==> config.mk <==
export PLATFORM = sky130hd
export DESIGN_NAME = rx
export DESIGN_NICKNAME = d
export VERILOG_FILES = /design/src/rtl/uart_pkg.sv /design/src/rtl/uart_baud_timer.sv /design/src/rtl/rx.sv
export SDC_FILE = /design/constraint.sdc
export NUM_CORES = 1
export LEC_CHECK = 0
export ABC_AREA = 1
export BUFFER_PORTS_ARGS = -buffer_cell sky130_fd_sc_hd__buf_2
export CAP_MARGIN = 10
export CORE_MARGIN = 4
export CORE_UTILIZATION = 50
export DETAILED_ROUTE_END_ITERATION = 8
export PLACE_DENSITY = 0.75
export SLEW_MARGIN = 20
export SYNTH_ARGS = -nofsm -noshare
export SYNTH_HDL_FRONTEND = slang
export SYNTH_SLANG_ARGS = --single-unit
==> constraint.sdc <==
create_clock -name clk -period 3.77 [get_ports clk]
set_input_delay 0.377 -clock clk [delete_from_list [all_inputs] [get_ports clk]]
set_output_delay 0.377 -clock clk [all_outputs]
set_load 0.005 [all_outputs]
==> src/rtl/uart_pkg.sv <==
// uart_pkg: shared UART constants, receiver state encoding and parity helper
package uart_pkg;
   localparam int BIT_CLOCKS_DEF = 5210;
   localparam int HALF_BIT_CLOCKS_DEF = BIT_CLOCKS_DEF / 2;
   localparam int DATA_BITS = 8;
   typedef enum logic [2:0] {
      S_IDLE,
      S_START,
      S_DATA,
      S_PARITY,
      S_STOP,
      S_BREAK
   } rx_state_e;
   function automatic logic odd_parity(input logic [DATA_BITS-1:0] d);
      return ~^d;
   endfunction
endpackage

==> src/rtl/uart_baud_timer.sv <==
// uart_baud_timer: bit-period timer flagging half-bit and full-bit points
module uart_baud_timer #(
   parameter int BIT_CLOCKS = 5210,
   parameter int HALF_BIT_CLOCKS = BIT_CLOCKS / 2
) (
   input  logic clk,
   input  logic rst,
   input  logic clr,
   output logic half_done,
   output logic bit_done
);
   logic [12:0] cnt_q, cnt_d;
   assign half_done = cnt_q == 13'(HALF_BIT_CLOCKS - 1);
   assign bit_done  = cnt_q == 13'(BIT_CLOCKS - 1);
   // restart on request and wrap at the end of every bit period
   always_comb cnt_d = (clr || bit_done) ? '0 : cnt_q + 13'd1;
   // count register
   always_ff @(posedge clk)
      if (rst) cnt_q <= '0;
      else cnt_q <= cnt_d;
endmodule

==> src/rtl/rx.sv <==
// rx: 8O1 serial receiver sampling at mid-bit, with parity and framing status
module rx
   import uart_pkg::*;
#(
   parameter int BIT_CLOCKS = BIT_CLOCKS_DEF,
   parameter int HALF_BIT_CLOCKS = BIT_CLOCKS / 2
) (
   input  logic       clk,
   input  logic       rst,
   input  logic       rx_in,
   output logic [7:0] dout,
   output logic       data_strobe,
   output logic       parity_error,
   output logic       framing_error,
   output logic       busy
);
   logic       sync1_q, rxs_q;
   logic       half_done, bit_done, clr_timer, last_bit;
   rx_state_e  state_q;
   logic [2:0] bit_cnt_q;
   logic [8:0] sr_q;
   logic [7:0] dout_q;
   logic       strobe_q, perr_q, fe_q, busy_q;
   assign dout          = dout_q;
   assign data_strobe   = strobe_q;
   assign parity_error  = perr_q;
   assign framing_error = fe_q;
   assign busy          = busy_q;
   assign last_bit      = bit_cnt_q == 3'(DATA_BITS - 1);
   assign clr_timer     = (state_q == S_IDLE) || (state_q == S_START && half_done);
   // two-flop synchronizer, idles high so reset never looks like a start bit
   always_ff @(posedge clk)
      if (rst) {sync1_q, rxs_q} <= 2'b11;
      else {sync1_q, rxs_q} <= {rx_in, sync1_q};
   uart_baud_timer #(
      .BIT_CLOCKS(BIT_CLOCKS),
      .HALF_BIT_CLOCKS(HALF_BIT_CLOCKS)
   ) u_timer (
      .clk(clk),
      .rst(rst),
      .clr(clr_timer),
      .half_done(half_done),
      .bit_done(bit_done)
   );
   // frame FSM; timer is re-centred on the start bit so later samples fall mid-bit
   always_ff @(posedge clk) begin
      if (rst) begin
         state_q   <= S_IDLE;
         bit_cnt_q <= '0;
         sr_q      <= '0;
         dout_q    <= '0;
         strobe_q  <= 1'b0;
         perr_q    <= 1'b0;
         fe_q      <= 1'b0;
         busy_q    <= 1'b0;
      end else begin
         strobe_q <= 1'b0;
         fe_q     <= 1'b0;
         case (state_q)
            S_IDLE:
               if (!rxs_q) begin
                  state_q <= S_START;
                  busy_q  <= 1'b1;
               end
            S_START:
               if (half_done) begin
                  if (rxs_q) begin
                     state_q <= S_IDLE;
                     busy_q  <= 1'b0;
                  end else begin
                     state_q   <= S_DATA;
                     bit_cnt_q <= '0;
                  end
               end
            S_DATA:
               if (bit_done) begin
                  sr_q <= {rxs_q, sr_q[8:1]};
                  if (last_bit) state_q <= S_PARITY;
                  else bit_cnt_q <= bit_cnt_q + 3'd1;
               end
            S_PARITY:
               if (bit_done) begin
                  sr_q    <= {rxs_q, sr_q[8:1]};
                  state_q <= S_STOP;
               end
            S_STOP:
               if (bit_done) begin
                  if (rxs_q) begin
                     dout_q   <= sr_q[7:0];
                     perr_q   <= sr_q[8] != odd_parity(sr_q[7:0]);
                     strobe_q <= 1'b1;
                     state_q  <= S_IDLE;
                     busy_q   <= 1'b0;
                  end else begin
                     fe_q    <= 1'b1;
                     state_q <= S_BREAK;
                  end
               end
            S_BREAK:
               if (rxs_q) begin
                  state_q <= S_IDLE;
                  busy_q  <= 1'b0;
               end
            default: begin
               state_q <= S_IDLE;
               busy_q  <= 1'b0;
            end
         endcase
      end
   end
endmodule

### Word-level counts from Yosys, hierarchy flattened

Index checks and enable logic that the tools add are counted.

* add/sub/neg operators: 2
* multipliers: 0
* div/mod/pow operators: 0
* $lt $le $gt $ge: 0
* eq/ne operators: 18
* shifts and indexed selects: 0
* muxes and demuxes: 22
* bitwise gates (word level): 3
* reductions and logical operators: 14

Operators with widths (number)
* two-way mux 3 bit: 12
* case mux 3 bit (6 select lines): 1
* adder 13 x 1 -> 13 bit (second input constant): 1
* equality test 13 x 12 -> 1 bit (second input constant): 1
* equality test 13 bit (second input constant): 1
* != test 2 bit (second input constant): 6
* equality test 3 bit (second input constant): 3
* XNOR reduction 8 bit: 1
* AND reduction 7 bit: 1
* equality test 3 x 2 -> 1 bit (second input constant): 2
* two-way mux 1 bit: 6
* != test 2 x 1 -> 1 bit (second input constant): 3
* case mux 3 bit (2 select lines): 1
* case mux 1 bit (5 select lines): 1
* AND reduction 5 bit: 1
* AND reduction 4 bit: 1
* OR reduction 2 bit: 2
* adder 3 x 1 -> 3 bit (second input constant): 1
* equality test 3 x 1 -> 1 bit (second input constant): 1
* logical NOT 3 bit: 1
* inverter 1 bit: 3
* AND reduction 3 bit: 1
* OR reduction 3 bit: 1
* logical OR 1 bit: 2
* 5 further kinds: 5

* register bits after elaboration: 42
* latch bits: 0
* RAM bits: 0
* bits in read-only memories: 0
* bits of input ports: 3
* output and inout bits: 12
* logic and storage cells: 70
* memories kept: 0

### Longest topological paths before layout

Gate-level depths: netlist of run 1.

* depth in word-level cells: 5
* mapped depth: 12
* gate-level depth less buffers: 12

### Hierarchy

Synthesis of run 1 repeated with hierarchy kept, for this count alone.

* cells, all modules: 300
* area, all modules: 2113.3 um^2

By module, submodules not included
* rx: instances 1, cells an instance 196, area an instance 1363.8 um^2, sequential area each 580.6 um^2
* uart_baud_timer: instances 1, cells an instance 104, area an instance 749.5 um^2, sequential area each 260.2 um^2

### Worst setup path after synthesis of run 1

No wires, ideal clock.

* kind: reg-to-reg
* start: reg u_timer.cnt_q[0]
* end: reg dout_q[5], in the netlist dout[5]
* setup time: 0.066 ns
* arrival: 1.422 ns
* data required time: 3.704 ns
* path slack: 2.282 ns
* stages on the path, launching flop included: 9
* buffers on the path: 1
* clock period less this slack: 1.488 ns
* cell sequence: dfxtp_1 > ha_1 > nand2_1 > nor2_2 > nand3_2 > nor3_4 > buf_6 > o21ai_1 > a21oi_2

* cells in the longest elaborated chain, start to end: 2

RTL lines
* start, declared: RTL line uart_baud_timer.sv:12 `logic [12:0] cnt_q, cnt_d;`
* start signal, assigned: RTL line uart_baud_timer.sv:20 `else cnt_q <= cnt_d;`
* equality test 13 bit: RTL line uart_baud_timer.sv:14 `assign bit_done = cnt_q == 13'(BIT_CLOCKS - 1);`
* AND reduction 3 bit (no source line)
* end signal, assigned: RTL line rx.sv:89 `dout_q <= sr_q[7:0];`
* end, declared: RTL line rx.sv:22 `logic [7:0] dout_q;`

No other way between the ends.
A chain may end at the register's enable or synchronous reset.

### Worst setup path in the final report of run 1

* start: reg u_timer.cnt_q[0]
* end: reg perr_q, in the netlist parity_error

* cells in the longest elaborated chain, start to end: 2

RTL lines
* equality test 13 bit: RTL line uart_baud_timer.sv:14
* AND reduction 3 bit (no source line)
* end signal, assigned: RTL line rx.sv:90 `perr_q <= sr_q[8] != odd_parity(sr_q[7:0]);`
* end, declared: RTL line rx.sv:23 `logic strobe_q, perr_q, fe_q, busy_q;`

No other way between the ends.

==> results of run 1 <==
==> per-stage QoR <==
stage / utilization [%] / instance area, um2 / setup WS, ps
3_3_place_gp: 56.3 / 2120 / 1890
5_1_grt: 60.0 / 2260 / 1600
6_report: 60.0 / 2260 / 1840
2_1_floorplan: - / 2020 / 2280
3_5_place_dp: 56.3 / 2120 / 1810
4_1_cts: 60.0 / 2260 / 1790
==> per-layer routing <==
layer,global-route usage [%],part of all wire (%)
met3,5.05,3.3
met5,0,0
met1,21.6,50
met4,5.01,1.2
met2,27.3,45
==> Yosys cell counts (2+ instances only) <==
master	instances	area [um2]
clkbuf_1	2	7.51
nor3_2	2	20.0
nand2_2	3	18.8
nand3_1	10	50.1
nor3_1	13	65.1
or2_2	2	12.5
dfxtp_1	42	841
o21ai_1	2	10.0
nand2_1	58	218
xor2_1	5	43.8
a21oi_2	2	17.5
inv_1	33	124
nor2_1	29	109
nand4_1	3	18.8
ha_1	5	62.6
inv_2	7	26.3
o21ai_0	17	85.1
nor2_2	2	12.5
a21oi_1	29	145
==> worst register-to-register path: stages, from the launching register on <==
cell and delay (ps):
dfxtp_1 410, ha_1 170, nand2_1 60, nor2_2 170, nand3_2 180, nor3_4 510, nand2_1 140, nand2_1 90
a21boi_1 130
==> state kept, by name, summed over array words and instances, names as in the netlist <==
signal,cells
u_timer.cnt_q,13
sr_q,9
dout,8
bit_cnt_q,3
state_q,3
busy,1
data_strobe,1
framing_error,1
parity_error,1
rxs_q,1
sync1_q,1
==> how the worst min path moves through the flow <==
stage               cells after the start  slack, ps  startpoint      end
finish                                  2        260       rx_in  sync1_q
detailed placement                      1        400     sync1_q    rxs_q
global route                            2        240       rx_in  sync1_q
global placement                        1        400     sync1_q    rxs_q
CTS                                     2        250       rx_in  sync1_q
floorplan                               1        390     sync1_q    rxs_q
==> area by class of cell <==
class	instances	area, um2
Clock buffer	5	68.8
Tap cell	48	60.1
Timing Repair Buffer	14	70.1
Fill cell	333	1510
Inverter	40	150
Multi-Input combinational cell	193	1000
Clock inverter	3	68.8
Sequential cell	42	841
==> report_power, final <==
group          switching [mW]  total, mW  internal (mW)
sequential             0.0434      0.525          0.482
clock                   0.157      0.423          0.265
combinational           0.230      0.351          0.120
==> cells by family after synthesis <==
family / after synthesis
AOI/OAI and AO/OA: 53
xor gates and xnor gates: 6
adders and majority gates: 5
buffers and inverters: 44
DFF: 42
and+or+nand+nor: 129
==> impl_metrics.py, run 1 <==
metrics = {
    "status": {
        "outcome": "finished clean",
    },
    "timing": {
        "max_freq_ghz": 0.517,
        "hold_slack_ps": 260,
        "fin_skew_ps": 8.60,
        "slew_viol_final": 0,
        "setup_tns_ps": 0,
        "worst_slew_pin_slew_ps": 990,
        "rsz0062_at_grt": "no",
        "setup_viol": 0,
        "finalCritPeriodShare_pct": 51.3,
        "finalHoldViolations": 0,
        "timing.max_slew.rel_slack_pct": 33.7,
        "post-route-min-period_ps": 1930,
    },
    "yosys": {
        "synthSimpleGateAreaFrac_pct": 30.0,
        "synthFlopType": "dfxtp_1",
        "netlist_area_um2": 2020,
        "synth_top_family_by_area": "simple AND/OR/NAND/NOR gates",
        "ys_seq_elements": 42,
        "syn_nets": 287,
        "synthAdderAreaFrac_pct": 3.10,
        "synthXorXnorAreaFrac_pct": 2.61,
        "synth_cells": 279,
        "synth-edff-count": 0,
        "synthDistinctLibCells": 32,
        "yosysWarningCount": 0,
        "postSynthAreaPerCell_um2": 7.23,
        "synth_compound_area_share_pct": 14.0,
        "synth_seq_area_share_pct": 41.7,
        "muxShareOfSynthArea_pct": 0,
        "synth-async-reset-ratio_pct": 0,
    },
    "die": {
        "initial_core_util_pct": 53.5,
        "die_height_um": 71.5,
        "core_area_um2": 3770,
        "num_io_pins": 15,
        "die_w_um": 71.5,
        "num_rows": 22,
        "design.die.area_um2": 5110,
    },
    "clocking": {
        "cts_post_setup_buffers_inserted": 0,
        "holdBufCountCts": 0,
        "cts-root-buf": "clkbuf_8",
        "ctsHtreeMaxLevel": 2,
        "clock_latency_ps": 300,
        "cts.clk_slew.worst_paths_ps": 90,
        "cts.repair.resized": 0,
        "cts.path.max_buffers": 2,
        "tritoncts": "yes",
        "cts_buffers": 5,
        "clock_sinks": 42,
    },
    "critical_path": {
        "r2r_start": "u_timer.cnt_q[0]",
        "r2r-end": "parity_error",
        "worstSetupStartpointType": "flop",
        "crit_buf_inv": 0,
        "required_ps": 4000,
        "worstSetupStartpoint": "u_timer.cnt_q[0]",
        "critPathKind": "flop to flop",
        "cp-end-kind": "flop",
        "critPathArrivalTime_ps": 2170,
        "setup.worst_path.end": "parity_error",
        "r2r.worst_path.cells": 8,
        "reg2reg_setup_slack_ps": 1840,
        "cp_common_cell": "nand2_1",
        "worst_path_max_delay_cell": "nor3_4",
        "path_delay_family": "simple AND/OR/NAND/NOR gates",
        "critPathMaxStageDelay_ps": 510,
        "cp_cell_sequence": "ha_1, nand2_1, nor2_2, nand3_2, nor3_4, nand2_1, nand2_1, a21boi_1",
        "crit_cells": 8,
        "crit_fanout": 17,
    },
    "final_layout": {
        "area_delta_synth_final_pct": 12.1,
        "final_common_cell": "nand2_1",
        "drive_above_1_share_pct": 15.5,
        "final_nets": 304,
        "diodes": 0,
        "layout_common_cells": "58 x nand2_1, 42 x dfxtp_1, 33 x inv_1, 29 x nor2_1, 29 x a21oi_1",
        "finalNonFillerCells": 345,
    },
    "routing": {
        "drc": 0,
        "dr.pass1.iters": 5,
        "viasPerCell": 5.09,
        "first_iter_violations": 155,
        "postRouteAntennaNets": 0,
        "wl_um": 3840,
        "num_vias": 1756,
        "routedWlPerCell_um": 11.1,
    },
    "pwr": {
        "leakage_nw": 0.962,
        "vdd_drop_max_mv": 0.300,
        "power_mw": 1.30,
        "p_per_area_nw_per_um2": 574,
    },
    "worst_hold_path": {
        "min_path_type": "primary input to flop",
    },
    "place": {
        "hpwl_um": 2750,
        "gp_congestion": 0.985,
        "port-buffer-count": 14,
        "numPlacedInstances": 337,
    },
    "grt": {
        "grt_pass1_wl_um": 7040,
        "grt_pass1_vias": 1676,
        "antenna_found_initial": 0,
        "grt_max_degree": 24,
        "grt_usage_pct": 16.8,
        "grt-ovfl-total": 0,
    },
    "job": {
        "maxCapViolCount": 0,
    },
}
No activity file was read; power rests on OpenSTA's default activity.
==> inputs of run 2 (changes only) <==
--- a/config.mk
+++ b/config.mk
@@ -11,7 +11,7 @@
 export CORE_MARGIN = 4
 export CORE_UTILIZATION = 50
 export DETAILED_ROUTE_END_ITERATION = 8
-export PLACE_DENSITY = 0.75
+export PLACE_DENSITY = 0.78
 export SLEW_MARGIN = 20
 export SYNTH_ARGS = -nofsm -noshare
 export SYNTH_HDL_FRONTEND = slang
==> constraint.sdc (replaced) <==
create_clock -name clk -period 1.6 [get_ports clk]
set_input_delay 0.16 -clock clk [delete_from_list [all_inputs] [get_ports clk]]
set_output_delay 0.16 -clock clk [all_outputs]
set_load 0.005 [all_outputs]
==> impl_metrics.py, run 2 (synthesis gave the netlist of run 1 again) <==
metrics = {
    "clocking": {
        "holdBufCountCts": 0,
        "cts_buffers": 5,
        "tritoncts": "yes",
        "ctsHtreeMaxLevel": 2,
        "clock_sinks": 42,
        "clock_latency_ps": 300,
        "cts.path.max_buffers": 2,
        "cts-root-buf": "clkbuf_8",
        "cts.clk_slew.worst_paths_ps": 80,
    },
    "grt": {
        "grt_max_degree": 21,
        "grt_pass1_vias": 1643,
        "antenna_found_initial": 0,
        "grt-ovfl-total": 0,
        "grt_pass1_wl_um": 6890,
        "grt_usage_pct": 16.7,
    },
    "routing": {
        "wl_um": 4020,
        "drc": 0,
        "viasPerCell": 4.99,
        "routedWlPerCell_um": 11.2,
        "first_iter_violations": 116,
        "dr.pass1.iters": 4,
        "num_vias": 1793,
        "postRouteAntennaNets": 0,
    },
    "critical_path": {
        "critPathKind": "flop to flop",
        "critPathArrivalTime_ps": 1760,
        "cp_cell_sequence": "inv_2, ha_1, nand2_2, nor2_4, nand3_4, buf_4, nand2_2, nand3_4, a21oi_1, nor3_2",
        "worstSetupStartpoint": "u_timer.cnt_q[1]",
        "r2r.worst_path.cells": 10,
        "required_ps": 1800,
        "worstSetupStartpointType": "flop",
        "cp-end-kind": "flop",
        "reg2reg_setup_slack_ps": 40,
        "r2r-end": "bit_cnt_q[1]",
        "crit_fanout": 6,
        "critPathMaxStageDelay_ps": 330,
        "r2r_start": "u_timer.cnt_q[1]",
        "worst_path_max_delay_cell": "dfxtp_2",
        "setup.worst_path.end": "bit_cnt_q[1]",
    },
    "die": {
        "design.die.area_um2": 5110,
        "initial_core_util_pct": 53.5,
        "die_w_um": 71.5,
        "core_area_um2": 3770,
        "die_height_um": 71.5,
        "num_io_pins": 15,
        "num_rows": 22,
    },
    "place": {
        "numPlacedInstances": 350,
        "gp_congestion": 0.954,
        "hpwl_um": 2850,
        "preCtsSetupSlack_ps": -2.95,
        "port-buffer-count": 14,
    },
    "timing": {
        "finalCritPeriodShare_pct": 97.7,
        "hold_slack_ps": 32.8,
        "max_freq_ghz": 0.640,
        "timing.max_slew.rel_slack_pct": 67.0,
        "setup_viol": 0,
        "fin_skew_ps": 10.5,
        "finalHoldViolations": 0,
        "final.setup.worst_slack_ps": 37.6,
        "worst_slew_pin_slew_ps": 495,
        "post-route-min-period_ps": 1560,
        "rsz0062_at_grt": "yes",
        "slew_viol_final": 0,
    },
    "worst_hold_path": {
        "min_path_type": "primary input to flop",
    },
    "final_layout": {
        "largest_register_ffs": 13,
        "layout_common_cells": "55 x nand2_1, 39 x dfxtp_1, 32 x inv_1, 28 x nor2_1, 27 x a21oi_1",
        "filler_cell_count": 335,
        "drive_above_1_share_pct": 23.2,
        "diodes": 0,
        "finalNonFillerCells": 359,
        "area_delta_synth_final_pct": 18.9,
        "final_nets": 318,
        "largest_register": "u_timer.cnt_q",
        "final_common_cell": "nand2_1",
    },
    "pwr": {
        "p_per_area_nw_per_um2": 1250,
        "leakage_nw": 1.02,
        "vdd_drop_max_mv": 0.593,
    },
    "job": {
        "maxCapViolCount": 0,
    },
    "status": {
        "outcome": "finished clean",
    },
}
==> run 2: cell type report <==
cell class                      count  area, um2  area share (%)
Inverter                           40        150            6.26
Clock inverter                      2       13.8           0.574
Sequential cell                    42        845            35.2
Multi-Input combinational cell    193       1060            44.1
Tap cell                           48       60.1            2.50
Clock buffer                        6       72.6            3.03
Timing Repair Buffer               28        200            8.35
==> run 2: how the worst min path moves through the flow <==
stage          startpoint       to  slack [ps]  cells after the start
3_5_place_dp        rx_in  sync1_q         340                      2
2_1_floorplan         rst     busy         230                      1
3_3_place_gp        rx_in  sync1_q         340                      2
5_1_grt             rx_in  sync1_q          30                      2
6_report            rx_in  sync1_q          30                      2
4_1_cts             rx_in  sync1_q          20                      2
==> run 2: what timing repair did <==
| item | CTS | global route |
|---|---|---|
| setup endpoints to repair | 4 | 24 |
| resized for setup | 1 | 16 |
| pin swaps | 1 | 4 |
| buffers inserted | 0 | 1 |
==> run 2: through the flow <==
step                instance area (um2)  TNS (ps)  utilization, %  total power [mW]
global route                       2400      -805            63.6              3.21
detailed placement                 2250     -5.39            59.6              2.23
floorplan                          2020         0               -              1.93
CTS                                2340         0            62.0              2.90
finish                             2400         0            63.6              2.99
global placement                   2250         0            59.6              2.21
==> run 2: power breakdown <==
part           internal (mW)  leakage [nW]  switching, mW  total [mW]
combinational          0.430         0.638          0.643        1.07
sequential              1.14         0.341          0.101        1.24
clock                  0.308        0.0452          0.363       0.671
==> run 2: per-layer routing <==
metal  track usage (%)  wire length [um]  vias up
li1                  -                 -      957
met1              20.9              1910      800
met2              26.2              1880       28
met3              5.05               149        8
met4              8.35                78        0
met5                 0                 0        -
==> run 2: critical path, delay by kind of cell, from the launching register on <==
family          cells  cell delay (ps)
flops               1              330
simple gates        6              570
fa+ha+maj           1              150
buf+inv             2              210
compound gates      1              210
